File: src/rtl/hdmi_pkg.sv
// -----------------------------------------------------------------------------
// hdmi_pkg
// Shared definitions for the HDMI pixel-source scheduler:
//   - sched_state_e    : scheduler FSM state encoding
//   - RGB_W            : width of one {R,G,B} pixel (24)
//   - IDLE_RGB_DEFAULT : colour shown in the active area when nobody owns the output
//   - rgb_select()     : active-area colour selection helper
// -----------------------------------------------------------------------------
package hdmi_pkg;

  localparam int RGB_W = 24;

  localparam logic [RGB_W-1:0] IDLE_RGB_DEFAULT = 24'h000080;

  typedef enum logic [1:0] {
    ST_IDLE     = 2'd0,  // no owner
    ST_GRANTED  = 2'd1,  // one owner streaming
    ST_HANDOVER = 2'd2   // new owner applied this cycle, settles into GRANTED
  } sched_state_e;

  // Blanking forces black; active area shows the owner or the idle colour.
  function automatic logic [RGB_W-1:0] rgb_select(
    input logic             de,
    input logic             owned,
    input logic [RGB_W-1:0] owner_pix,
    input logic [RGB_W-1:0] idle_pix
  );
    logic [RGB_W-1:0] res;
    if (!de) begin
      res = {RGB_W{1'b0}};
    end else if (owned) begin
      res = owner_pix;
    end else begin
      res = idle_pix;
    end
    return res;
  endfunction

endpackage

File: src/rtl/hdmi_source_scheduler_rr_arbiter.sv
// -----------------------------------------------------------------------------
// rr_arbiter
// Purely combinational round-robin pick. The search starts at the index just
// above last_i and wraps from NREQ-1 back to 0, so last_i itself has the lowest
// priority.
// Ports:
//   req_i   [NREQ-1:0] candidate requests
//   last_i  [PW-1:0]   index of the previous owner
//   gnt_o   [NREQ-1:0] one-hot winner (zero when nobody requests)
//   idx_o   [PW-1:0]   binary index of the winner
//   valid_o            a winner exists
// -----------------------------------------------------------------------------
module rr_arbiter #(
  parameter int NREQ = 2,
  parameter int PW   = 1
) (
  input  logic [NREQ-1:0] req_i,
  input  logic [PW-1:0]   last_i,
  output logic [NREQ-1:0] gnt_o,
  output logic [PW-1:0]   idx_o,
  output logic            valid_o
);

  // Two passes: first the indices above last_i, then the wrapped-around ones.
  always_comb begin
    gnt_o   = {NREQ{1'b0}};
    idx_o   = {PW{1'b0}};
    valid_o = 1'b0;
    for (int i = 0; i < NREQ; i++) begin
      if (!valid_o && req_i[i] && (i > int'(last_i))) begin
        gnt_o[i] = 1'b1;
        idx_o    = PW'(i);
        valid_o  = 1'b1;
      end else begin
      end
    end
    for (int i = 0; i < NREQ; i++) begin
      if (!valid_o && req_i[i] && (i <= int'(last_i))) begin
        gnt_o[i] = 1'b1;
        idx_o    = PW'(i);
        valid_o  = 1'b1;
      end else begin
      end
    end
  end

endmodule

File: src/rtl/hdmi_source_scheduler.sv
// -----------------------------------------------------------------------------
// hdmi_source_scheduler
// Frame-granular owner scheduler for several pixel sources that share one
// HDMI output. Ownership may change only on the FRAME_END cycle. The timing
// signals and the selected pixel are re-registered with one cycle of latency.
//
// Optional feature: define HDMI_SCHED_FAIR_EN to make the owner give up the
// output after MAX_FRAMES frames when another source is waiting. Without the
// macro the owner keeps the output until it drops its request, and there is
// no frame counter.
//
// Ports:
//   CLK_PX                       pixel clock
//   RST_n                        asynchronous active-low reset
//   FRAME_END                    pulse on the last pixel clock of a frame
//   DE_IN, HSYNC_IN, VSYNC_IN    timing from the generator (syncs active-low)
//   REQ      [NREQ-1:0]          per-source request level
//   PIX_IN   [24*NREQ-1:0]       source pixels, source i at [24*i +: 24], {R,G,B}
//   GNT      [NREQ-1:0]          current owner, one-hot or zero
//   DE, HSYNC, VSYNC             timing delayed by one register
//   RED, GREEN, BLUE [7:0]       registered pixel
// -----------------------------------------------------------------------------
module hdmi_source_scheduler
  import hdmi_pkg::*;
#(
  parameter int               NREQ       = 2,
  parameter int               MAX_FRAMES = 4,
  parameter logic [RGB_W-1:0] IDLE_RGB   = IDLE_RGB_DEFAULT
) (
  input  logic                  CLK_PX,
  input  logic                  RST_n,
  input  logic                  FRAME_END,
  input  logic                  DE_IN,
  input  logic                  HSYNC_IN,
  input  logic                  VSYNC_IN,
  input  logic [NREQ-1:0]       REQ,
  input  logic [RGB_W*NREQ-1:0] PIX_IN,
  output logic [NREQ-1:0]       GNT,
  output logic                  DE,
  output logic                  HSYNC,
  output logic                  VSYNC,
  output logic [7:0]            RED,
  output logic [7:0]            GREEN,
  output logic [7:0]            BLUE
);

  localparam int            PW      = (NREQ > 1) ? $clog2(NREQ) : 1;
  // Pointer starts at the top index so that source 0 wins the first search.
  localparam logic [PW-1:0] PTR_RST = PW'(NREQ - 1);

  sched_state_e     state_q, state_d;
  logic [NREQ-1:0]  gnt_q, gnt_d;
  logic [PW-1:0]    ptr_q, ptr_d;     // last owner; equals current owner while granted

  logic             owner_req_s;
  logic             other_req_s;
  logic [NREQ-1:0]  arb_req_s;
  logic [NREQ-1:0]  arb_gnt_s;
  logic [PW-1:0]    arb_idx_s;
  logic             arb_valid_s;
  logic             preempt_s;

  logic             de_q, de_d;
  logic             hsync_q, hsync_d;
  logic             vsync_q, vsync_d;
  logic [RGB_W-1:0] rgb_q, rgb_d;
  logic [RGB_W-1:0] owner_pix_s;

  // The owner is masked so a handover can only move to a different source.
  assign owner_req_s = |(REQ & gnt_q);
  assign other_req_s = |(REQ & ~gnt_q);
  assign arb_req_s   = REQ & ~gnt_q;

  rr_arbiter #(
    .NREQ (NREQ),
    .PW   (PW)
  ) u_rr_arbiter (
    .req_i   (arb_req_s),
    .last_i  (ptr_q),
    .gnt_o   (arb_gnt_s),
    .idx_o   (arb_idx_s),
    .valid_o (arb_valid_s)
  );

`ifdef HDMI_SCHED_FAIR_EN
  localparam int            CW_RAW  = $clog2(MAX_FRAMES + 1);
  localparam int            CW      = (CW_RAW > 3) ? CW_RAW : 3;
  localparam logic [CW-1:0] MAX_CNT = CW'(MAX_FRAMES);
  localparam logic [CW-1:0] CNT_ONE = CW'(1);

  logic [CW-1:0] cnt_q, cnt_d;
  logic [CW-1:0] cnt_inc_s;

  // cnt_inc_s counts the frame that is ending now, so the limit is hit on the
  // MAX_FRAMES-th FRAME_END after the grant.
  assign cnt_inc_s = (cnt_q >= MAX_CNT) ? MAX_CNT : (cnt_q + CNT_ONE);
  assign preempt_s = other_req_s && (cnt_inc_s >= MAX_CNT);

  // Frame counter: cleared on any grant change, advanced on FRAME_END while owned.
  always_comb begin
    cnt_d = cnt_q;
    if (gnt_d != gnt_q) begin
      cnt_d = {CW{1'b0}};
    end else if (FRAME_END && (state_q != ST_IDLE)) begin
      cnt_d = cnt_inc_s;
    end else begin
      cnt_d = cnt_q;
    end
  end

  // Frame counter register.
  always_ff @(posedge CLK_PX or negedge RST_n) begin
    if (!RST_n) begin
      cnt_q <= {CW{1'b0}};
    end else begin
      cnt_q <= cnt_d;
    end
  end
`else
  assign preempt_s = 1'b0;
`endif

  // Scheduler next-state: decisions are taken only on the FRAME_END cycle.
  always_comb begin
    state_d = state_q;
    gnt_d   = gnt_q;
    ptr_d   = ptr_q;
    if (FRAME_END) begin
      case (state_q)
        ST_IDLE: begin
          if (arb_valid_s) begin
            state_d = ST_HANDOVER;
            gnt_d   = arb_gnt_s;
            ptr_d   = arb_idx_s;
          end else begin
            state_d = ST_IDLE;
          end
        end
        // A one-cycle frame could end while in HANDOVER; treat it as owned.
        ST_GRANTED, ST_HANDOVER: begin
          if (!owner_req_s || preempt_s) begin
            if (arb_valid_s) begin
              state_d = ST_HANDOVER;
              gnt_d   = arb_gnt_s;
              ptr_d   = arb_idx_s;
            end else begin
              state_d = ST_IDLE;
              gnt_d   = {NREQ{1'b0}};
            end
          end else begin
            state_d = ST_GRANTED;
          end
        end
        default: begin
          state_d = ST_IDLE;
          gnt_d   = {NREQ{1'b0}};
        end
      endcase
    end else begin
      case (state_q)
        ST_HANDOVER: state_d = ST_GRANTED;
        ST_IDLE:     state_d = ST_IDLE;
        ST_GRANTED:  state_d = ST_GRANTED;
        default: begin
          state_d = ST_IDLE;
          gnt_d   = {NREQ{1'b0}};
        end
      endcase
    end
  end

  // Scheduler state, grant and round-robin pointer registers.
  always_ff @(posedge CLK_PX or negedge RST_n) begin
    if (!RST_n) begin
      state_q <= ST_IDLE;
      gnt_q   <= {NREQ{1'b0}};
      ptr_q   <= PTR_RST;
    end else begin
      state_q <= state_d;
      gnt_q   <= gnt_d;
      ptr_q   <= ptr_d;
    end
  end

  // Owner pixel slice; the grant is one-hot, so an OR of masked slices is a mux.
  always_comb begin
    owner_pix_s = {RGB_W{1'b0}};
    for (int i = 0; i < NREQ; i++) begin
      owner_pix_s = owner_pix_s |
                    (gnt_q[i] ? PIX_IN[RGB_W*i +: RGB_W] : {RGB_W{1'b0}});
    end
  end

  // Output stage inputs: the current grant (not the next) selects the pixel.
  always_comb begin
    de_d    = DE_IN;
    hsync_d = HSYNC_IN;
    vsync_d = VSYNC_IN;
    rgb_d   = rgb_select(DE_IN, |gnt_q, owner_pix_s, IDLE_RGB);
  end

  // Output registers; syncs idle high because they are active-low.
  always_ff @(posedge CLK_PX or negedge RST_n) begin
    if (!RST_n) begin
      de_q    <= 1'b0;
      hsync_q <= 1'b1;
      vsync_q <= 1'b1;
      rgb_q   <= {RGB_W{1'b0}};
    end else begin
      de_q    <= de_d;
      hsync_q <= hsync_d;
      vsync_q <= vsync_d;
      rgb_q   <= rgb_d;
    end
  end

  assign GNT   = gnt_q;
  assign DE    = de_q;
  assign HSYNC = hsync_q;
  assign VSYNC = vsync_q;
  assign RED   = rgb_q[23:16];
  assign GREEN = rgb_q[15:8];
  assign BLUE  = rgb_q[7:0];

endmodule

File: config.mk
export PLATFORM = sky130hd
export DESIGN_NAME = hdmi_source_scheduler
export DESIGN_NICKNAME = d
export VERILOG_FILES = /design/src/rtl/hdmi_pkg.sv /design/src/rtl/hdmi_source_scheduler_rr_arbiter.sv /design/src/rtl/hdmi_source_scheduler.sv
export SDC_FILE = /design/constraint.sdc
export NUM_CORES = 1
export LEC_CHECK = 0
export CAP_MARGIN = 25
export CORE_AREA = 2 2 66 68
export DETAILED_ROUTE_END_ITERATION = 16
export DIE_AREA = 0 0 68 70
export PLACE_DENSITY = 0.76
export SLEW_MARGIN = 0
export SYNTH_ARGS = -nofsm -noshare
export SYNTH_HDL_FRONTEND = slang
export SYNTH_SLANG_ARGS = --single-unit
export TNS_END_PERCENT = 50
File: constraint.sdc
create_clock -name CLK_PX -period 1.7 [get_ports CLK_PX]
set_clock_uncertainty 0.1 [all_clocks]
set_input_delay 0.34 -clock CLK_PX [delete_from_list [all_inputs] [get_ports CLK_PX]]
set_output_delay 0.34 -clock CLK_PX [all_outputs]
set_load 0.02 [all_outputs]
# Word level (Yosys, flattened, before mapping)

Cells that the tools add are included.

Register bits: 32
Input bits: 56
Logic and storage cells: 58

Order comparisons: 2
Eq/ne operators: 6
Muxes and demuxes: 25
Bitwise logic cells: 4
Reductions and logical operators: 14

Operator list:

| operator             | number |
|---|---|
| $mux W24             | 4 |
| $or A24 B24 Y24      | 1 |
| $mux W2              | 8 |
| $mux W1              | 10 |
| $pmux W2 S2          | 2 |
| $ne A3 B3 Y1 const B | 2 |
| $reduce_and A3 Y1    | 2 |
| $reduce_or A2 Y1     | 3 |
| $and A2 B2 Y2        | 2 |
| $logic_and A1 B1 Y1  | 4 |
| $reduce_or A3 Y1     | 1 |
| $eq A2 B1 Y1 const B | 1 |
| $eq A2 B2 Y1 const B | 1 |
| $logic_not A1 Y1     | 2 |
| $logic_not A2 Y1     | 1 |
| $ne A2 B1 Y1 const B | 1 |
| $ne A2 B2 Y1 const B | 1 |
| $not A2 Y2           | 1 |
| $pmux W1 S2          | 1 |
| $reduce_bool A2 Y1   | 1 |
| $gt A1 B1 Y1 const A | 1 |
| $le A1 B1 Y1 const A | 1 |

# Logic depth before layout (Yosys ltp)

Depth after elaboration: 15
Gate-level depth with buffers: 7
Mapped depth without buffers: 6

# Cells and area by module

From an unflattened synthesis, not the netlist that was laid out.

Cells, all modules: 122
Area total of the unflattened synthesis: 1428.9 µm²

Modules (own cells, without submodules):

| module                | instances | cells each | area each (µm²) | seq. area each (µm²) |
|---|---|---|---|---|
| hdmi_source_scheduler | 1         | 117        | 1396.3          | 804.5 |
| rr_arbiter            | 1         | 5          | 32.5            | 0.0 |

# Least setup slack after synthesis

No wires, ideal clock.

Kind: flip-flop to flip-flop
Start: register state_q[0]
End: register ptr_q
Setup time: 0.079 ns
Data arrival time: 1.350 ns
Slack: 0.171 ns
Cell stages (with the launch flop): 8
Clock period less this slack: 1.529 ns
Path through: dfrtp_1 -> inv_1 -> ha_1 -> buf_2 -> nor2_1 -> a311oi_1 -> nand2_1 -> a22o_1

Word-level cells in the longest chain between the ends: 4
Elaborated cells on any way between the ends: 8
Classes of those cells: 3 x eq/ne; 1 x mux; 4 x reduce/logical

RTL lines:

| what                                                                       | line                         | RTL |
|---|---|---|
| start: declaration                                                         | hdmi_source_scheduler.sv:51  | `sched_state_e state_q, state_d;` |
| start signal: assignment                                                   | hdmi_source_scheduler.sv:179 | `state_q <= state_d;` |
| $eq A2 B1 Y1 / $eq A2 B2 Y1 (equally long branches)                        | hdmi_source_scheduler.sv:129 | `case (state_q)` |
| $reduce_or A2 Y1 (no source line)                                          | --                           |  |
| $ne A2 B2 Y1 (no source line) / $reduce_bool A2 Y1 (equally long branches) | --                           |  |
| $reduce_and A3 Y1 (no source line)                                         | --                           |  |
| end signal: assignment                                                     | hdmi_source_scheduler.sv:181 | `ptr_q <= ptr_d;` |
| end: declaration                                                           | hdmi_source_scheduler.sv:53  | `logic [PW-1:0] ptr_q, ptr_d;` |

Several ways; a longest one is shown, not always the timed one.
A chain may end at the register's enable or synchronous reset.

# Worst setup path in the final report

Start: register rgb_q[16]
End: output port RED[0]

RTL lines:

| what                     | line                         | RTL |
|---|---|---|
| start: declaration       | hdmi_source_scheduler.sv:66  | `logic [RGB_W-1:0] rgb_q, rgb_d;` |
| start signal: assignment | hdmi_source_scheduler.sv:208 | `rgb_q <= {RGB_W{1'b0}};` |
| start signal: assignment | hdmi_source_scheduler.sv:213 | `rgb_q <= rgb_d;` |
| end: declaration         | hdmi_source_scheduler.sv:42  | `output logic [7:0] RED,` |

No word-level cell between the ends.

==> results.toml <==
[placed_design]
dp.cells = 265
hpwl_mm = 2.78
pre_cts_slack_ns = -0.0496
place.port_buffers = 84
gp_congestion = 0.908

[detailed_routing]
routed_wirelength_mm = 3.62
drc = 0
drtPass1Iterations = 4
viasPerCell = 4.85
vias = 1324
wire_per_inst_um = 13.3
drt_iter0_markers = 59
ant_nets = 0

[layout]
diodes = 0
final_cells = 273
fin_nets = 278
layout_common_cells = "clkdlybuf4s50_1, dfrtp_1, a22oi_1, nor2b_1, buf_4"
nFillCells = 374
final_common_cell = "clkdlybuf4s50_1"
drive_above_1_share_pct = 11.8
syn2layout_area_growth_pct = 74.0

[cts]
clk_pin_slew_worst_paths_ns = 0.06
clockBufferDepth = 2
cts_setup_buffers = 0
clock_latency_ns = 0.28
clockRootBuffer = "clkbuf_8"
htreeDepth = 2
cts_made_buffers = 5
cts_tree = "yes"
clock-sinks = 32

[flow_run]
drv_cap = 0

[critical_path]
arrival_ns = 1.22
crit_type = "flip-flop to primary output"
r2r-start = "state_q[1]$_DFF_PN0_"
crit_chain = "clkdlybuf4s50_1"
slowest_delay_ns = 0.62
reg2regPathDepth = 6
cp_max_fo = 1
r2r-end = "ptr_q$_DFFE_PN1P_"
r2r_slack_ns = 0.11
cp_num_buf_inv = 1
cp.required_ns = 1.26
cpLargestDelayFamily = "buffers and inverters"
critPathCaptureType = "primary output"
critical-path-slowest-cell = "clkdlybuf4s50_1"
worstSetupStartpointType = "flip-flop"

[logic_synthesis]
synthDistinctLibCells = 30
synthCells = 127
synth_edf_count = 0
syn-mean-instance-area_um2 = 11.2
synth_area_leaders = "dfrtp_1, a22oi_1, nor2b_1"
synth_warnings = 0
synth_area_mm2 = 0.00143
ys_ff_latch = 32
synth_top_area_cell = "dfrtp_1"
ys_seq_area_share_pct = 56.4
syn_nets = 185
ys.flop_type = "dfrtp_1"
synth-async-reset-ratio_pct = 100
synth_top_area_share_pct = 50.8

[die]
die_h_um = 70
dieArea_mm2 = 0.00476
design.core.area_mm2 = 0.00414
start_util_pct = 34.5
io_pins = 85
fp-row-count = 24
die_w_um = 68

[power_and_ir_drop]
peakVddDrop_mv = 0.504
p_leak_nw = 1.07
p_per_area_mw_per_mm2 = 1270

[sta]
hold_viol = 0
rsz0062_at_grt = "no"
worst_pin_slew_ns = 0.304
whs_ns = 0.171
finalCritPeriodShare_pct = 97.4
slew_headroom_pct = 79.6
period_minus_slack_ns = 1.66
fin_ws_ns = 0.0444
fmax_ghz = 0.604
maxSlewViolCount = 0
finalSetupViolCount = 0

[global_routing]
grt.overflow.total = 0
antenna_found_initial = 0
grt_max_degree = 26
grt_pass1_vias = 1334
grt_pass1_wl_mm = 6.08
track_usage_pct = 16.8

[outcome]
status = "complete, no violations"

[hold_path]
hold_path.class = "input port to async pin"
## through the flow
| stage | power, mW | setup TNS, ns | instance area, µm² | util, % |
|---|---|---|---|---|
| 2_1_floorplan | 1.85 | 0 | 1430 | - |
| 3_3_place_gp | 2.49 | -0.00126 | 2380 | 57.3 |
| 3_5_place_dp | 2.52 | -0.122 | 2380 | 57.3 |
| 4_1_cts | 3.22 | 0 | 2480 | 59.8 |
| 5_1_grt | 3.39 | 0 | 2480 | 59.9 |
| 6_report | 3.16 | 0 | 2480 | 59.9 |
## final cells by class
type	count	area (µm²)	area share, %
tap	52	65.1	2.62
timing repair buffer	95	923	37.2
clock buffer	6	72.6	2.92
clock inverter	2	35.0	1.41
inverter	6	22.5	0.907
sequential	32	805	32.4
multi-input combinational	80	561	22.6
## layer usage
metal  GRT usage (%)  vias up  wire length (µm)
li1                -      636                 -
met1            18.8      629              1380
met2            29.8       54              1880
met3            5.96        5               337
met4            4.00        0                26
met5               0        -                 0
## kinds of logic after synthesis
group           after synthesis  share of synthesized area [%]
compound gates               42                           22.0
simple gates                 36                           15.5
flops                        32                           56.4
buf+inv                      15                           4.38
fa+ha+maj                     2                           1.75
## synth_stat cells, drive strengths merged, types with 2 or more instances
library cell	number
clkbuf	4
inv	6
nand2	3
or2b	2
o21ai	5
dfstp	3
dfrtp	29
ha	2
a21oi	2
o211ai	2
a22oi	25
nor2b	24
buf	5
## power by group
part | internal, mW | switching, mW
clock | 0.434 | 0.264
sequential | 0.947 | 0.0803
combinational | 0.704 | 0.732
total | 2.09 | 1.08
## worst max-delay path by stage
stage | end | from | slack (ns) | cells after the start
after CTS | RED[2] | rgb_q[18]$_DFF_PN0_ | 0.03 | 1
after global routing | GREEN[5] | rgb_q[13]$_DFF_PN0_ | 0.005 | 1
after global placement | ptr_q$_DFFE_PN1P_ | REQ[0] | -0.001 | 5
after detailed placement | ptr_q$_DFFE_PN1P_ | REQ[0] | -0.05 | 5
after floorplan | ptr_q$_DFFE_PN1P_ | state_q[0]$_DFF_PN0_ | 0.17 | 7
final | RED[0] | rgb_q[16]$_DFF_PN0_ | 0.04 | 1
## registers in the layout, indices dropped and copies added, names as in the netlist
signal and flops:
rgb_q 24, GNT 2, state_q 2, DE 1
HSYNC 1, VSYNC 1, ptr_q 1
## repair_timing
action / in CTS / in global routing
endpoints found under the setup margin: 4 / 2
hold buffers: 0 / 0
gates resized for setup: 4 / 2
Note: power is estimated with default switching activity, not from simulation.
